--- config.mk ---
export PLATFORM = sky130hd
export DESIGN_NAME = ca_stream_engine
export DESIGN_NICKNAME = d
export VERILOG_FILES = /design/src/rtl/ca_stream_engine.sv
export SDC_FILE = /design/constraint.sdc
export NUM_CORES = 1
export LEC_CHECK = 0
export ABC_AREA = 1
export CORE_MARGIN = 4
export CORE_UTILIZATION = 50
export CTS_CLUSTER_SIZE = 14
export DETAILED_ROUTE_END_ITERATION = 8
export PLACE_DENSITY = 0.77
export SYNTH_ARGS = -nofsm -noshare
export SYNTH_HDL_FRONTEND = slang
export SYNTH_SLANG_ARGS = --single-unit
--- constraint.sdc ---
create_clock -name clk_in -period 24.4 [get_ports clk_in]
set_clock_uncertainty 0.1 [all_clocks]
set_input_delay 6.1 -clock clk_in [delete_from_list [all_inputs] [get_ports clk_in]]
set_output_delay 6.1 -clock clk_in [all_outputs]
set_load 0.1 [all_outputs]
--- src/rtl/ca_stream_engine.sv ---
// Streams one generation of a Life-like cellular automaton over a BOARD_W x BOARD_H raster board.
// Define CA_POPULATION_EN to build the per-frame live-cell counter behind population_out.
module ca_stream_engine #(
    parameter int BOARD_W = 64,
    parameter int BOARD_H = 64,
    parameter int GEN_W   = 16
) (
    input  logic                                  clk_in,
    input  logic                                  rst_in,
    input  logic                                  start_in,
    input  logic                                  update_in,
    input  logic [8:0]                            rule_birth_in,
    input  logic [8:0]                            rule_survive_in,
    input  logic                                  s_valid_in,
    output logic                                  s_ready_out,
    input  logic                                  s_alive_in,
    output logic                                  m_valid_out,
    input  logic                                  m_ready_in,
    output logic                                  m_alive_out,
    output logic [$clog2(BOARD_W)-1:0]            m_x_out,
    output logic [$clog2(BOARD_H)-1:0]            m_y_out,
    output logic                                  busy_out,
    output logic                                  done_out,
    output logic [GEN_W-1:0]                      gen_count_out,
    output logic [$clog2(BOARD_W*BOARD_H+1)-1:0]  population_out
);
    localparam int XW    = $clog2(BOARD_W);
    localparam int YW    = $clog2(BOARD_H);
    localparam int CELLS = BOARD_W * BOARD_H;
    localparam int CW    = $clog2(CELLS);
    localparam int FW    = $clog2(BOARD_W + 2);

    typedef enum logic [1:0] {IDLE, RUN, FLUSH, DONE} state_t;
    state_t state, state_nxt;

    logic [8:0]         birth_q, survive_q;
    logic               update_q;
    logic [CW-1:0]      in_cnt;
    logic [XW-1:0]      ix;
    logic [FW-1:0]      fill;
    logic [XW-1:0]      ox;
    logic [YW-1:0]      oy;
    logic               all_produced;
    logic [BOARD_W-1:0] lb1, lb2;
    // The window's right column is never stored: it is the column entering this advance.
    // Bit 0 = row above centre, bit 1 = centre row, bit 2 = row below.
    logic [2:0]         win_l, win_c, col_new;

    logic       start_ok, out_free, advance, in_fire, produce, out_fire, last_out, cell_in;
    logic       lft_ok, rgt_ok, top_ok, bot_ok, alive_nxt;
    logic [3:0] n;

    always_comb begin
        start_ok    = (state == IDLE) && start_in;
        out_free    = !m_valid_out || m_ready_in;
        s_ready_out = (state == RUN) && out_free;
        advance     = ((state == RUN && s_valid_in) || (state == FLUSH && !all_produced)) && out_free;
        in_fire     = advance && (state == RUN);
        produce     = advance && (fill == FW'(BOARD_W + 1));
        out_fire    = m_valid_out && m_ready_in;
        last_out    = out_fire && (m_x_out == XW'(BOARD_W - 1)) && (m_y_out == YW'(BOARD_H - 1));
        cell_in     = (state == RUN) ? s_alive_in : 1'b0;
        col_new     = {cell_in, lb1[ix], lb2[ix]};
    end

    // Board edges are dead: mask by the coordinates of the cell being produced.
    always_comb begin
        lft_ok    = (ox != '0);
        rgt_ok    = (ox != XW'(BOARD_W - 1));
        top_ok    = (oy != '0);
        bot_ok    = (oy != YW'(BOARD_H - 1));
        n         = 4'(win_l[0] & lft_ok & top_ok) + 4'(win_l[1] & lft_ok) + 4'(win_l[2] & lft_ok & bot_ok)
                  + 4'(win_c[0] & top_ok) + 4'(win_c[2] & bot_ok)
                  + 4'(col_new[0] & rgt_ok & top_ok) + 4'(col_new[1] & rgt_ok)
                  + 4'(col_new[2] & rgt_ok & bot_ok);
        alive_nxt = update_q ? (win_c[1] ? survive_q[n] : birth_q[n]) : win_c[1];
    end

    always_comb begin
        state_nxt = state;
        busy_out  = (state != IDLE);
        done_out  = (state == DONE);
        case (state)
            IDLE:    if (start_in) state_nxt = RUN;
            RUN:     if (in_fire && in_cnt == CW'(CELLS - 1)) state_nxt = FLUSH;
            FLUSH:   if (last_out) state_nxt = DONE;
            DONE:    state_nxt = IDLE;
            default: state_nxt = IDLE;
        endcase
    end

    always_ff @(posedge clk_in or posedge rst_in) begin
        if (rst_in) state <= IDLE;
        else        state <= state_nxt;
    end

    always_ff @(posedge clk_in or posedge rst_in) begin
        if (rst_in) begin
            birth_q      <= '0;
            survive_q    <= '0;
            update_q     <= 1'b0;
            in_cnt       <= '0;
            ix           <= '0;
            fill         <= '0;
            ox           <= '0;
            oy           <= '0;
            all_produced <= 1'b0;
            lb1          <= '0;
            lb2          <= '0;
            win_l        <= '0;
            win_c        <= '0;
        end else if (start_ok) begin
            birth_q      <= rule_birth_in;
            survive_q    <= rule_survive_in;
            update_q     <= update_in;
            in_cnt       <= '0;
            ix           <= '0;
            fill         <= '0;
            ox           <= '0;
            oy           <= '0;
            all_produced <= 1'b0;
        end else if (advance) begin
            lb1[ix] <= cell_in;
            lb2[ix] <= lb1[ix];
            win_l   <= win_c;
            win_c   <= col_new;
            ix      <= (ix == XW'(BOARD_W - 1)) ? '0 : ix + 1'b1;
            if (in_fire) in_cnt <= in_cnt + 1'b1;
            if (!produce) fill <= fill + 1'b1;
            if (produce) begin
                if (ox == XW'(BOARD_W - 1)) begin
                    ox <= '0;
                    oy <= oy + 1'b1;
                    if (oy == YW'(BOARD_H - 1)) all_produced <= 1'b1;
                end else begin
                    ox <= ox + 1'b1;
                end
            end
        end
    end

    // Output register holds its contents until the consumer takes them.
    always_ff @(posedge clk_in or posedge rst_in) begin
        if (rst_in) begin
            m_valid_out <= 1'b0;
            m_alive_out <= 1'b0;
            m_x_out     <= '0;
            m_y_out     <= '0;
        end else if (produce) begin
            m_valid_out <= 1'b1;
            m_alive_out <= alive_nxt;
            m_x_out     <= ox;
            m_y_out     <= oy;
        end else if (out_fire) begin
            m_valid_out <= 1'b0;
        end
    end

    always_ff @(posedge clk_in or posedge rst_in) begin
        if (rst_in)              gen_count_out <= '0;
        else if (state == DONE)  gen_count_out <= gen_count_out + 1'b1;
    end

`ifdef CA_POPULATION_EN
    logic [$bits(population_out)-1:0] pop_acc;

    always_ff @(posedge clk_in or posedge rst_in) begin
        if (rst_in) begin
            pop_acc        <= '0;
            population_out <= '0;
        end else begin
            if (start_ok)                      pop_acc <= '0;
            else if (out_fire && m_alive_out)  pop_acc <= pop_acc + 1'b1;
            if (state == DONE)                 population_out <= pop_acc;
        end
    end
`else
    assign population_out = '0;
`endif

endmodule

# Yosys cells after proc, flatten, opt, wreduce, memory -nomap -nowiden

Cells that the tools add are included.

Bits in registers: 223
Logic and storage cells: 140

Multiplexer cells: 43
Order comparisons: 3
Add/sub/neg operators: 13
Equal/unequal tests: 16
Bitwise operators: 13
Reduce and logical (&&, ||, !) cells: 33

Operator list:

| kind                  | number |
|---|---|
| $bwmux 64             | 2 |
| $mux 6                | 11 |
| $mux 12               | 3 |
| $eq 6x6->1 const B    | 5 |
| $mux 7                | 3 |
| $add 6x1->6 const B   | 3 |
| $add 16x1->16 const B | 1 |
| $add 4x1->4           | 4 |
| $mux 1                | 15 |
| $reduce_bool 2->1     | 7 |
| $add 12x1->12 const B | 1 |
| $and 1x1->1           | 12 |
| $bmux 1 s6            | 2 |
| $eq 12x12->1 const B  | 1 |
| $logic_and 1x1->1     | 12 |
| $ne 6x6->1 const B    | 2 |
| $reduce_bool 6->1     | 2 |
| $bmux 1 s4            | 2 |
| $pmux 2 s4            | 1 |
| $reduce_and 2->1      | 4 |
| $add 7x1->7 const B   | 1 |
| $eq 7x7->1 const B    | 1 |
| $lt 6x7->1 const B    | 1 |
| $demux 1 s6           | 1 |
| 16 further kinds      | 24 |

# Depth between registers and ports, before layout

Gate-level depths: netlist (run 1).

Word-level depth: 14
Gate-level depth with buffers: 29
Mapped depth without buffers: 25

# Least setup slack after synthesis (run 1)

OpenSTA, ideal clock, no wires.

Path type: input-to-output
From: in m_ready_in
To: out s_ready_out
Stages on the path: 3
Buffers on the path: 0
Slack: 10.673 ns
Required time: 18.200 ns
Arrival: 7.527 ns
Cells stage by stage: or2_2 -> inv_1 -> nor2_1

Longest elaborated chain between the ends: 2

Ends and longest elaborated chain:

| what              | line | RTL |
|---|---|---|
| from (decl)       | 18   | `input logic m_ready_in,` |
| $logic_or 1x1->1  | 55   | `out_free = !m_valid_out \|\| m_ready_in;` |
| $logic_and 1x1->1 | 56   | `s_ready_out = (state == RUN) && out_free;` |
| to (decl)         | 15   | `output logic s_ready_out,` |

No other way between the ends.

# Final worst setup path (run 1)

Same ends and word-level chain as after synthesis.

==> results of run 1 <==
[logic make-up (layout without fill, tap and decap cells)]
logic type               count (synthesis)  in the layout  share of synthesized area
flip-flops                             223            223                      0.476
other                                    1             13                   0.000320
buffers and inverters                  286            316                      0.105
AND/OR/NAND/NOR                        800            800                      0.281
AO/OA/AOI/OAI                          227            227                     0.0998
XOR/XNOR                                18             18                     0.0134
adder cells (fa/ha/maj)                 21             21                     0.0250
[synthesized netlist by cell type, drive strengths merged]
cell type,count,share of area
or2,8,0.0043
a21boi,1,0.00064
inv,211,0.068
buf,45,0.028
o31ai,3,0.0019
clkbuf,30,0.0096
fa,4,0.0068
nor3,24,0.010
and3,1,0.00053
nor2,124,0.043
nand4,6,0.0032
o21ai,192,0.082
a31oi,1,0.00053
dfrtp,223,0.48
nand3,104,0.047
conb,1,0.00032
a211oi,1,0.00064
nor3b,1,0.00064
o211ai,4,0.0026
a21oi,20,0.0089
xnor2,6,0.0045
xor2,12,0.0090
o22ai,5,0.0027
nand2,532,0.17
ha,17,0.018
[state kept, by name, summed over array words and instances (netlist names)]
signal         count
win_c              3
m_x_out            6
birth_q            9
oy                 6
m_valid_out        1
win_l              3
all_produced       1
lb1               64
fill               7
ox                 6
update_q           1
state              2
m_y_out            6
lb2               64
in_cnt            12
gen_count_out     16
m_alive_out        1
survive_q          9
ix                 6
[layout by cell type (no fill, tap or decap), drive strengths merged, types with 5 or more instances in the layout]
cell,Yosys,layout
a21oi,20,20
buf,45,6
clkbuf,30,32
clkdlybuf4s50,0,57
clkinv,0,9
conb,1,13
dfrtp,223,223
ha,17,17
inv,211,211
nand2,532,532
nand3,104,104
nand4,6,6
nor2,124,124
nor3,24,24
o21ai,192,192
o22ai,5,5
or2,8,8
xnor2,6,6
xor2,12,12
[cell type report]
| class | count | area share |
|---|---|---|
| Inverter | 211 | 0.0609 |
| Tap cell | 313 | 0.0299 |
| Timing Repair Buffer | 63 | 0.0469 |
| Clock inverter | 10 | 0.00658 |
| Multi-Input combinational cell | 1079 | 0.378 |
| Clock buffer | 32 | 0.0519 |
| Sequential cell | 223 | 0.426 |
[power breakdown]
part           total, uW  switching, uW  internal (uW)
Combinational        576            421            156
Clock                352            146            206
Sequential           471           38.6            432
[final timing paths]
path / startpoint / slack [ps] / end
worst max-delay path: m_ready_in / 10210 / s_ready_out
worst min-delay path: gen_count_out[15] / 370 / gen_count_out[15]
worst max register to register: ix[0] / 19240 / m_alive_out
worst min register to register: gen_count_out[15] / 370 / gen_count_out[15]
max in group asynchronous: rst_in / 16460 / birth_q[1]
min in group asynchronous: rst_in / 6060 / lb2[35]
[worst max-delay path, delay by kind of cell]
kind | cells | cell delay, ps
AND/OR/NAND/NOR | 2 | 230
buffers and inverters | 3 | 1650
[per-layer routing]
layer	vias up	routed length, um
met1	4728	12000
met5	-	0
li1	4937	-
met2	312	12900
met4	0	746
met3	60	1680
[metrics by stage]
stage	hold slack [ps]	std cells	setup slack (ps)	power (uW)	area, sq um
2_1_floorplan	342	1588	10670	934	11800
3_3_place_gp	362	1889	10210	1040	12400
3_5_place_dp	367	1889	10220	1050	12400
4_1_cts	378	1931	10210	1400	13100
5_1_grt	402	1931	10160	1500	13100
6_report	372	1931	10210	1400	13100
==> impl_metrics.py, run 1 <==
metrics = {
    "run_status": {
        "status": "finished clean",
    },
    "timing": {
        "period_share": 0.582,
        "slew_violations": 0,
        "fin_crit_ps": 14190,
        "fin_tns_setup_ps": 0,
        "setup_viol_count_final": 0,
        "rsz0062_at_grt": "false",
        "worst_pin_slew_ps": 1110,
        "fmax_mhz": 70.5,
        "slew_headroom": 0.259,
        "hold_violations": 0,
    },
    "layout": {
        "n_fill_cell": 2102,
        "syn_to_final_growth_pct": 11.9,
        "multiInputGateArea_sq_um": 4960,
        "antenna_cells": 0,
        "seqCellArea_sq_um": 5580,
        "final_nets": 1648,
        "final_util": 0.574,
        "drive_gt1_frac": 0.0482,
    },
    "synthesis": {
        "synth.cell_area_sq_um": 11700,
        "ys_warn_count": 0,
        "synth_seq_area_share": 0.476,
        "synth_cells": 1576,
        "ys_types": 38,
        "avgSynthCellArea_sq_um": 7.44,
        "ys_ff_latch": 223,
    },
    "run": {
        "cap_violations": 0,
    },
    "worst_setup_path": {
        "worst_r2r_path_depth": 26,
        "worstSetupPathType": "in2out",
        "cpMostUsedCell": "clkdlybuf4s50_1",
        "slowest_stage": "clkdlybuf4s50_1",
        "arrival_ps": 7990,
        "worstPathRequired_ps": 18200,
        "start_kind": "primary input",
        "crit_path_max_fanout": 3,
        "cpPeakStageDelay_ps": 1140,
        "worstPathCellList": "clkdlybuf4s50_1 -> or2_2 -> inv_1 -> nor2_1 -> clkdlybuf4s50_1",
        "worstSetupEndpointType": "output port",
    },
    "clock_network": {
        "clk-insertion-delay-late_ps": 520,
        "cts_resized": 0,
        "cts_made_buffers": 24,
        "path_clk_slew_ps": 60,
        "clock-root-buffer": "clkbuf_16",
        "clock-sinks": 223,
        "post_cts_buffers": 0,
        "holdBufCountCts": 0,
        "cts_max_path_buffers": 3,
        "htreeDepth": 1,
        "cts_tree": "done",
    },
    "grt": {
        "grt_use_met2": 0.356,
        "grt_overflow": 0,
        "grt_max_degree": 137,
        "grt_use_met1": 0.282,
        "grt_pass1_vias": 9683,
        "grtUsageTotal": 0.210,
        "use_met3": 0.0311,
        "grt_pass1_wl_mm": 46.1,
        "antenna_found_initial": 0,
        "busiest_layer": "met2",
    },
    "floorplanning": {
        "initial_core_util": 0.513,
        "die-area_sq_um": 26000,
        "ioPinCount": 71,
        "rows": 55,
        "coreArea_sq_um": 22800,
        "chipWidth_um": 161,
        "dieHeight_um": 161,
    },
    "placed_design": {
        "gp_congestion": 0.838,
        "port_buffers": 57,
        "hpwl_mm": 17.3,
    },
    "hold_path": {
        "worstHoldPathCells": 1,
        "hold_class": "reg2reg",
    },
    "route": {
        "drt_iter0_markers": 884,
        "ant_nets": 0,
        "vias": 10000,
        "route.detailed.drc": 0,
        "first_pass_iters": 7,
        "vias_per_cell": 5.20,
        "wl_mm": 27.3,
        "wl_per_cell_um": 14.1,
    },
    "power": {
        "vdd_drop_max_mv": 0.0707,
        "power_density_nw_per_um2": 107,
        "p_leak_uw": 0.00647,
    },
}
Note: power is estimated with default switching activity, not from simulation.
==> inputs of run 2 (changes only) <==
clock period = 14.6 ns   (was 24.4 ns; I/O delays follow)
==> impl_metrics.py, run 2 (synthesis gave the netlist of run 1 again) <==
metrics = {
    "run_status": {
        "status": "finished clean",
    },
    "floorplanning": {
        "chipWidth_um": 161,
        "die-area_sq_um": 26000,
        "rows": 55,
        "dieHeight_um": 161,
        "ioPinCount": 71,
        "coreArea_sq_um": 22800,
        "initial_core_util": 0.513,
    },
    "clock_network": {
        "clk-insertion-delay-late_ps": 540,
        "cts_made_buffers": 25,
        "cts_tree": "done",
        "post_cts_buffers": 0,
        "path_clk_slew_ps": 60,
        "cts_max_path_buffers": 3,
        "holdBufCountCts": 0,
        "clock-sinks": 223,
        "htreeDepth": 1,
        "clock-root-buffer": "clkbuf_16",
        "cts_resized": 0,
    },
    "power": {
        "power_density_nw_per_um2": 185,
        "p_leak_uw": 0.00654,
        "vdd_drop_max_mv": 0.154,
    },
    "grt": {
        "grtUsageTotal": 0.217,
        "grt_pass1_vias": 9698,
        "grt_max_degree": 144,
        "grt_overflow": 0,
        "antenna_found_initial": 0,
        "grt_pass1_wl_mm": 47.3,
    },
    "placed_design": {
        "dp_slack_ps": 5320,
        "gp_congestion": 0.826,
        "dp.cells": 1889,
        "port_buffers": 57,
        "placed_area_sq_um": 12400,
        "hpwl_mm": 17.1,
    },
    "layout": {
        "largestRegisters": "lb1: 64 flops, lb2: 64 flops, gen_count_out: 16 flops",
        "seqCellArea_sq_um": 5580,
        "final_nets": 1649,
        "drive_gt1_frac": 0.0512,
        "final_common_cell": "nand2_1",
        "final_cell_area_sq_um": 13300,
        "multiInputGateArea_sq_um": 4960,
        "stdcell_count": 1935,
        "most-common-layout-cells": "nand2_1 (529), dfrtp_1 (222), inv_1 (201)",
        "syn_to_final_growth_pct": 13.1,
        "n_fill_cell": 2060,
        "antenna_cells": 0,
    },
    "timing": {
        "rsz0062_at_grt": "false",
        "worst_slack_ps": 5300,
        "fin_tns_setup_ps": 0,
        "whs_ps": 380,
        "setup_viol_count_final": 0,
        "worst_pin_slew_ps": 1070,
        "slew_violations": 0,
        "fmax_mhz": 108,
        "hold_violations": 0,
        "period_share": 0.637,
        "slew_headroom": 0.286,
        "fin_crit_ps": 9300,
    },
    "worst_setup_path": {
        "crit_path_max_fanout": 3,
        "worstPathRequired_ps": 10850,
        "arrival_ps": 5550,
        "start_kind": "primary input",
        "worstPathCellList": "clkdlybuf4s50_1 -> or2_2 -> inv_1 -> nor2_1 -> clkdlybuf4s50_1",
        "cpPeakStageDelay_ps": 1140,
        "worstSetupPathType": "in2out",
        "slowest_stage": "clkdlybuf4s50_1",
        "cpMostUsedCell": "clkdlybuf4s50_1",
        "worstSetupEndpointType": "output port",
    },
    "run": {
        "cap_violations": 0,
    },
    "route": {
        "vias": 10000,
        "ant_nets": 0,
        "wl_mm": 27.8,
        "route.detailed.drc": 0,
        "drt_iter0_markers": 872,
        "vias_per_cell": 5.19,
        "wl_per_cell_um": 14.4,
        "first_pass_iters": 5,
    },
    "hold_path": {
        "hold_class": "reg2reg",
    },
}
-- run 2: power breakdown --
group	leakage [uW]	internal (uW)	switching (uW)
Combinational	0.00335	263	708
Clock	0.000454	427	265
Sequential	0.00273	722	63.8
-- run 2: cell type report --
| type | count | area share |
|---|---|---|
| Multi-Input combinational cell | 1079 | 0.374 |
| Clock inverter | 11 | 0.0130 |
| Sequential cell | 223 | 0.421 |
| Tap cell | 313 | 0.0295 |
| Timing Repair Buffer | 63 | 0.0464 |
| Inverter | 211 | 0.0603 |
| Clock buffer | 35 | 0.0560 |
-- run 2: metrics by stage --
stage / total power (uW) / util
after CTS: 2460 / 0.581
after global routing: 2620 / 0.581
after detailed placement: 1750 / 0.541
after floorplan: 1560 / -
after global placement: 1730 / 0.541
final: 2450 / 0.581
-- run 2: final timing paths --
kind	endpoint	cells past startpoint	from	slack, ps
setup / recovery	s_ready_out	5	m_ready_in	5300
min in group asynchronous	lb1[36]	2	rst_in	3650
max in group asynchronous	gen_count_out[8]	3	rst_in	9140
hold reg to reg	gen_count_out[15]	1	gen_count_out[15]	380
setup reg to reg	m_alive_out	26	ix[0]	9460
hold / removal	gen_count_out[15]	1	gen_count_out[15]	380
-- run 2: worst max-delay path, delay by kind of cell --
family | cells | cell delay, ps
buffers and inverters | 3 | 1670
AND/OR/NAND/NOR | 2 | 230
-- run 2: per-layer routing --
metal | share of wire | GRT usage | up-vias
met5 | 0 | 0 | -
met4 | 0.027 | 0.0694 | 0
met3 | 0.064 | 0.0332 | 63
met2 | 0.47 | 0.355 | 355
met1 | 0.44 | 0.299 | 4674
li1 | - | - | 4942
==> inputs of run 3 (changes only) <==
PLACE_DENSITY = 0.8   (was 0.77)
clock period = 7.8 ns   (was 14.6 ns; I/O delays follow)
==> impl_metrics.py, run 3 (synthesis gave the netlist of run 1 again) <==
metrics = {
    "run_status": {
        "status": "finished clean",
    },
    "clock_network": {
        "holdBufCountCts": 0,
        "clock-root-buffer": "clkbuf_16",
        "cts_made_buffers": 24,
        "cts_tree": "done",
        "cts_resized": 0,
        "path_clk_slew_ps": 60,
        "cts_max_path_buffers": 3,
        "post_cts_buffers": 0,
        "htreeDepth": 1,
        "clk-insertion-delay-late_ps": 520,
        "clock-sinks": 223,
    },
    "power": {
        "power_density_nw_per_um2": 335,
        "seqPwrFrac": 0.333,
        "vdd_drop_max_mv": 0.253,
        "switching_share": 0.427,
        "p_leak_uw": 0.00648,
        "pwr-share-comb": 0.409,
        "p_int_uw": 2530,
        "p_clk_frac": 0.258,
        "switching_power_uw": 1890,
    },
    "hold_path": {
        "hold_class": "reg2reg",
        "hp-start": "gen_count_out[15]",
    },
    "timing": {
        "fin_tns_setup_ps": 0,
        "fmax_mhz": 169,
        "period_share": 0.758,
        "slew_headroom": 0.327,
        "setup_viol_count_final": 0,
        "whs_ps": 374,
        "fin_crit_ps": 5910,
        "worst_pin_slew_ps": 1010,
        "hold_violations": 0,
        "rsz0062_at_grt": "false",
        "slew_violations": 0,
    },
    "route": {
        "vias_per_cell": 5.15,
        "wl_mm": 27.1,
        "vias": 9960,
        "first_pass_iters": 5,
        "wl_per_cell_um": 14.0,
        "drt_iter0_markers": 856,
        "ant_nets": 0,
        "route.detailed.drc": 0,
    },
    "floorplanning": {
        "coreArea_sq_um": 22800,
        "dieHeight_um": 161,
        "ioPinCount": 71,
        "chipWidth_um": 161,
        "rows": 55,
        "die-area_sq_um": 26000,
        "initial_core_util": 0.513,
    },
    "placed_design": {
        "gp_congestion": 0.899,
        "port_buffers": 57,
        "dp.cells": 1890,
        "hpwl_mm": 17.5,
    },
    "worst_setup_path": {
        "reg2reg_from": "ix[0]",
        "slowest_stage": "clkdlybuf4s50_1",
        "reg2reg_slack_ps": 2710,
        "worstSetupPathType": "in2out",
        "worstSetupEndpointType": "output port",
        "worstPathRequired_ps": 5750,
        "worstPathCellList": "clkdlybuf4s50_1 -> or2_2 -> inv_1 -> nor2_1 -> clkdlybuf4s50_1",
        "arrival_ps": 3860,
        "worstSetupStartpoint": "m_ready_in",
        "cpMostUsedCell": "clkdlybuf4s50_1",
        "worst-path-buf-inv": 3,
        "cpPeakStageDelay_ps": 1140,
        "crit_path_max_fanout": 3,
        "start_kind": "primary input",
        "cp_top_family": "buffers and inverters",
    },
    "run": {
        "cap_violations": 0,
    },
    "grt": {
        "grt_max_degree": 139,
        "grtUsageTotal": 0.210,
        "grt_pass1_wl_mm": 46.3,
        "grt_overflow": 0,
        "grt_pass1_vias": 9613,
        "antenna_found_initial": 0,
    },
    "layout": {
        "largestRegisters": "lb1: 64 flops, lb2: 64 flops, gen_count_out: 16 flops",
        "stdcell_count": 1933,
        "antenna_cells": 0,
        "final_common_cell": "nand2_1",
        "most-common-layout-cells": "nand2_1 (529), dfrtp_1 (222), inv_1 (201)",
        "n_fill_cell": 2074,
        "syn_to_final_growth_pct": 12.3,
        "final_util": 0.576,
        "final_nets": 1649,
        "drive_gt1_frac": 0.0475,
    },
}
## run 3: cell types whose count changed in the layout (fill, tap and decap cells not counted)
cell and change:
buf_12 +1, bufinv_16 -3, clkbuf_1 +4, clkbuf_8 -1, clkinv_2 -2, clkinv_4 +1, inv_16 -1, inv_8 -1
## run 3: power by group through the flow
stage	Combinational [uW]	Sequential, uW	Clock (uW)
floorplan	1360	1560	0
global placement	1740	1480	0
detailed placement	1790	1490	0
CTS	1800	1470	1150
global route	2020	1490	1210
finish	1810	1470	1140
## run 3: worst paths after layout
| check | endpoint | cells after the start |
|---|---|---|
| setup / recovery | s_ready_out | 5 |
| hold / removal | gen_count_out[15] | 1 |
| setup reg to reg | m_alive_out | 26 |
| hold reg to reg | gen_count_out[15] | 1 |
| max in group asynchronous | ix[0] | 3 |
| min in group asynchronous | gen_count_out[15] | 2 |
## run 3: layout make-up
cell class	count	area, sq um	share of cell area
clock buffer	38	744	0.0565
clock inverter	5	53.8	0.00409
inverter	211	796	0.0604
multi-input combinational	1079	4960	0.377
sequential	223	5580	0.424
tap	313	392	0.0297
timing repair buffer	64	636	0.0483
## run 3: stage by stage
step	cell area, sq um	total power (uW)	setup WS, ps
global route	13200	4720	1830
detailed placement	12400	3280	1900
finish	13200	4410	1890
CTS	13200	4420	1880
global placement	12400	3220	1910
floorplan	11800	2920	2370
## run 3: layer usage
metal  GRT usage  vias to the layer above  wire length, um
met5           0                        -                0
met4      0.0609                        0              601
met3      0.0350                       45             1690
met2       0.347                      310            12700
met1       0.287                     4667            12000
li1            -                     4938                -
==> edit 1: new RTL, flow settings as in run 3 <==
Change the parameter `BOARD_W` from 64 to 128.
--- a/src/rtl/ca_stream_engine.sv
+++ b/src/rtl/ca_stream_engine.sv
@@ -2,5 +2,5 @@
 // Define CA_POPULATION_EN to build the per-frame live-cell counter behind population_out.
 module ca_stream_engine #(
-    parameter int BOARD_W = 64,
+    parameter int BOARD_W = 128,
     parameter int BOARD_H = 64,
     parameter int GEN_W   = 16
Ports: changed (resized m_x_out and population_out); port bits go from 71 to 73. The function was not compared with the original's and may differ.
==> edit 1 against run 3 <==
Final area is 54% higher. Combinational power increased by 3%. Synthesized area is 55% higher. Total power is 35% higher. Setup slack got worse by 0.34 ns. Sequential cell count increased by 133. Wire length is 72% higher. First-iteration DRC count is 92% higher.
==> edit 1: results (changes against run 3) <==
<table>
<tr><th>Metric</th><th>Value</th></tr>
<tr><th colspan="2">Clock network</th></tr>
<tr><td>Maximum level of the CTS H-tree</td><td>2 (+1)</td></tr>
<tr><th colspan="2">Yosys</th></tr>
<tr><td>Post-synthesis register bit count</td><td>356 (+60%)</td></tr>
<tr><td>Xor and xnor fraction of the mapped netlist area</td><td>0.01011 (-0.003336)</td></tr>
<tr><td>Top cells by area in the synthesized netlist</td><td>dfrtp_1, nand2_1, o21ai_0</td></tr>
<tr><td>Synth unique cells</td><td>33 (-13%)</td></tr>
<tr><td>Top cell types by occurrence after synthesis</td><td>nand2_1, dfrtp_1, nor2_1</td></tr>
<tr><th colspan="2">Placement</th></tr>
<tr><td>Final RePlAce weighted congestion</td><td>0.8796 (-2.2%)</td></tr>
<tr><td>Placed Instance Area</td><td>18,920 µm² (+53%)</td></tr>
<tr><th colspan="2">Finish</th></tr>
<tr><td>Area growth from synthesis to layout</td><td>11.30%</td></tr>
<tr><td>Number of filler instances in the final layout</td><td>3,218 (+55%)</td></tr>
<tr><td>Sequential fraction of total cell area</td><td>0.4401 (+0.01616)</td></tr>
<tr><td>Clock buffer cells</td><td>53 (+39%)</td></tr>
<tr><td>Number of nets at the end of the flow</td><td>2,574 (+56%)</td></tr>
<tr><td>NonClk Buf Share</td><td>0.03571 (-0.01257)</td></tr>
<tr><td>Number of multi-input combinational cells</td><td>1,844 (+71%)</td></tr>
<tr><td>Non-clk bufs</td><td>77 (+20%)</td></tr>
<tr><td>Multi-input logic portion of the cell area</td><td>0.3908 (+0.01384)</td></tr>
<tr><th colspan="2">Critical path</th></tr>
<tr><td>Cells on worst reg2reg path</td><td>28 (+7.7%)</td></tr>
<tr><td>Max incr delay on CP</td><td>0.84 ns (-0.30 ns)</td></tr>
<tr><td>Critical path arrival</td><td>6.56 ns (+2.70 ns)</td></tr>
<tr><td>Cell family with most CP delay</td><td>adder cells</td></tr>
<tr><th colspan="2">Run status</th></tr>
<tr><td>Result of the run</td><td>complete, no violations</td></tr>
<tr><th colspan="2">Global routing</th></tr>
<tr><td>Met1 track demand over resource in global routing</td><td>0.3123 (+0.02508)</td></tr>
<tr><td>Met3 routing resource usage after global routing</td><td>0.03930 (+0.004337)</td></tr>
<tr><td>Wire length of the first global-routing pass</td><td>77,290 µm (+67%)</td></tr>
<tr><th colspan="2">Route</th></tr>
<tr><td>First-pass iteration count of the detailed router</td><td>8 (+3)</td></tr>
<tr><td>DRC violation total after the first TritonRoute iteration</td><td>1,641 (+92%)</td></tr>
<tr><td>WL met3</td><td>3728 µm (+120%)</td></tr>
<tr><td>Total routed wire length on the met1 layer</td><td>19,170 µm (+59%)</td></tr>
<tr><th colspan="2">Min path</th></tr>
<tr><td>Worst hold path depth</td><td>2 (+1)</td></tr>
<tr><th colspan="2">STA</th></tr>
<tr><td>Relative slew slack</td><td>0.1398 (-0.1874)</td></tr>
<tr><th colspan="2">Power</th></tr>
<tr><td>Comb pwr share</td><td>0.313 (-0.096)</td></tr>
<tr><td>Seq power</td><td>2.18 mW (+48%)</td></tr>
</table>
## edit 1: cell types whose count changed after synthesis, sizes merged, moves of 5 or more
| cell | delta |
|---|---|
| nand3 | -60 |
| nand4 | +13 |
| o211ai | +15 |
| clkbuf | +39 |
| buf | +19 |
| nand2 | +569 |
| inv | -5 |
| a21oi | +51 |
| nor3 | -8 |
| dfrtp | +133 |
| o21ai | +36 |
| nor2 | +140 |
## edit 1: path summary, 6_finish.rpt
check / slack (ns) / endpoint / start
setup / recovery: 1.55 / m_alive_out / ix[0]
hold / removal: 0.38 / lb2[58] / lb2[58]
setup reg to reg: 1.55 / m_alive_out / ix[0]
hold reg to reg: 0.38 / lb2[58] / lb2[58]
max in group asynchronous: 4.19 / lb1[119] / rst_in
min in group asynchronous: 1.66 / lb2[68] / rst_in
## edit 1: per-stage QoR
stage	total power [mW]	instances
detailed placement	4.041	2948
floorplan	3.555	2543
finish	5.962	3017
CTS	5.961	3017
global route	6.242	3017
global placement	3.998	2948
==> edit 2: new RTL, flow settings as in run 3 <==
Without the edit above. Re-encode `state_t` (4 states) as one-hot, 4 bits wide.
--- a/src/rtl/ca_stream_engine.sv
+++ b/src/rtl/ca_stream_engine.sv
@@ -31,5 +31,5 @@
     localparam int FW    = $clog2(BOARD_W + 2);
 
-    typedef enum logic [1:0] {IDLE, RUN, FLUSH, DONE} state_t;
+    typedef enum logic [3:0] {IDLE = 4'b0001, RUN = 4'b0010, FLUSH = 4'b0100, DONE = 4'b1000} state_t;
     state_t state, state_nxt;
 
Check against the original RTL: no difference found for any inputs over 10 cycles, from zero or initial values and one cycle with rst_in high; not proved beyond that.
==> edit 2 against run 3 <==
Setup slack gained 0.068 ns. Count of clock-buffer cells in the layout is the same. Sequential power shrank 5%. Synthesized cell count grew 3.9%. Clock power grew 12%. Final area grew 1.6%. Sequential cell count grew 2. Highest routed layer unchanged. Synthesized area grew 0.45%. Combinational power shrank 50%. Wire length grew 0.95%. Total power shrank 19%.
==> edit 2: results (changes against run 3) <==
<table>
<tr><th>Metric</th><th>Value</th></tr>
<tr><th colspan="2">Yosys</th></tr>
<tr><td>Sequential fraction of the synthesis area</td><td>0.4781 (+0.002232)</td></tr>
<tr><td>Synth unique cells</td><td>42 (+11%)</td></tr>
<tr><td>Top cell types by occurrence after synthesis</td><td>nand2_1, dfrtp_1, inv_1</td></tr>
<tr><td>Top cells by area in the synthesized netlist</td><td>dfrtp_1, nand2_1, inv_1</td></tr>
<tr><th colspan="2">Power</th></tr>
<tr><td>Power dissipated in the clock network</td><td>1.28 mW (+12%)</td></tr>
<tr><td>Static leakage power</td><td>7.397 nW (+14%)</td></tr>
<tr><td>Cell Pwr Density</td><td>266.9 nW/µm² (-20%)</td></tr>
<tr><td>Worst vdd ir</td><td>0.2512 mV (-0.75%)</td></tr>
<tr><th colspan="2">Global routing</th></tr>
<tr><td>Combined global-route utilization of all metal layers</td><td>0.2127 (+0.003088)</td></tr>
<tr><td>Vias in the first global route</td><td>9,909 (+3.1%)</td></tr>
<tr><td>Wire length of the first global-routing pass</td><td>46,930 µm (+1.4%)</td></tr>
<tr><td>Pin count of the biggest net entering global routing</td><td>133 (-4.3%)</td></tr>
<tr><th colspan="2">STA</th></tr>
<tr><td>Worst slew pin tran</td><td>0.9904 ns (-0.01562 ns)</td></tr>
<tr><td>Shortest clock period the worst path allows after layout</td><td>5.844 ns (-0.06847 ns)</td></tr>
<tr><th colspan="2">Route</th></tr>
<tr><td>Via Count</td><td>10,190 (+2.3%)</td></tr>
<tr><td>DRC violation total after the first TritonRoute iteration</td><td>669 (-22%)</td></tr>
<tr><th colspan="2">Clock network</th></tr>
<tr><td>Clock buffers created by TritonCTS</td><td>26 (+8.3%)</td></tr>
<tr><td>Clock latency on the worst-skew pair</td><td>0.54 ns (+0.02 ns)</td></tr>
<tr><th colspan="2">Finish</th></tr>
<tr><td>Number of nets at the end of the flow</td><td>1,712 (+3.8%)</td></tr>
<tr><td>Final non-filler cell total</td><td>2,004 (+3.7%)</td></tr>
<tr><td>Number of filler instances in the final layout</td><td>2,046 (-1.4%)</td></tr>
<tr><th colspan="2">Placement</th></tr>
<tr><td>DPL Wire Length</td><td>17,450 µm (-0.19%)</td></tr>
<tr><td>Worst setup slack before clock tree synthesis</td><td>1.964 ns (+0.06561 ns)</td></tr>
<tr><td>Placed Instance Area</td><td>12,450 µm² (+0.70%)</td></tr>
<tr><td>Final RePlAce weighted congestion</td><td>0.8281 (-7.9%)</td></tr>
<tr><th colspan="2">Critical path</th></tr>
<tr><td>Register-to-Register Setup Slack</td><td>2.69 ns (-0.02 ns)</td></tr>
<tr><th colspan="2">Run status</th></tr>
<tr><td>Result of the run</td><td>complete, no violations</td></tr>
</table>
## edit 2: cell count changes after synthesis, sizes merged, moves of 6 or more
| cell | run 3 | this run |
|---|---|---|
| a21oi | 20 | 14 |
| clkbuf | 30 | 22 |
| inv | 211 | 143 |
| nand2 | 532 | 878 |
| nand3 | 104 | 41 |
| nor2 | 124 | 56 |
| o21ai | 192 | 110 |
| or2 | 8 | 0 |
## edit 2: final timing paths
kind | start | cells past startpoint | endpoint
setup / recovery | m_ready_in | 4 | s_ready_out
hold reg to reg | survive_q[2] | 2 | survive_q[2]
setup reg to reg | ix[0] | 28 | m_alive_out
min in group asynchronous | rst_in | 2 | lb2[9]
hold / removal | survive_q[2] | 2 | survive_q[2]
max in group asynchronous | rst_in | 3 | ix[0]
## edit 2: per-layer routing
layer  GRT usage  vias up  routed length (µm)
li1            -     5064                   -
met1      0.2824     4754               11830
met2      0.3515      299               12780
met3     0.03828       77                1685
met4     0.07755        0                1041
met5           0        -                   0
## edit 2: cell type report
| class | instances | area share |
|---|---|---|
| Tap cell | 313 | 0.02929 |
| Clock buffer | 38 | 0.05802 |
| Sequential cell | 225 | 0.4213 |
| Inverter | 144 | 0.04089 |
| Clock inverter | 10 | 0.01057 |
| Timing Repair Buffer | 66 | 0.04866 |
| Multi-Input combinational cell | 1208 | 0.3913 |
## edit 2: worst max-delay path, cell delays in order
cell and delay [ns]:
clkdlybuf4s50_1 0.47, nor2_1 0.08, nor2_1 0.14, clkdlybuf4s50_1 1.15
## edit 2: logic make-up after synthesis
kind of cell | count (synthesis) | synth area share
fa+ha+maj | 16 | 0.01955
simple gates | 1014 | 0.3383
flops | 225 | 0.4781
xor+xnor | 25 | 0.01859
buf+inv | 216 | 0.08201
other cells | 1 | 0.0003184
compound gates | 140 | 0.06310
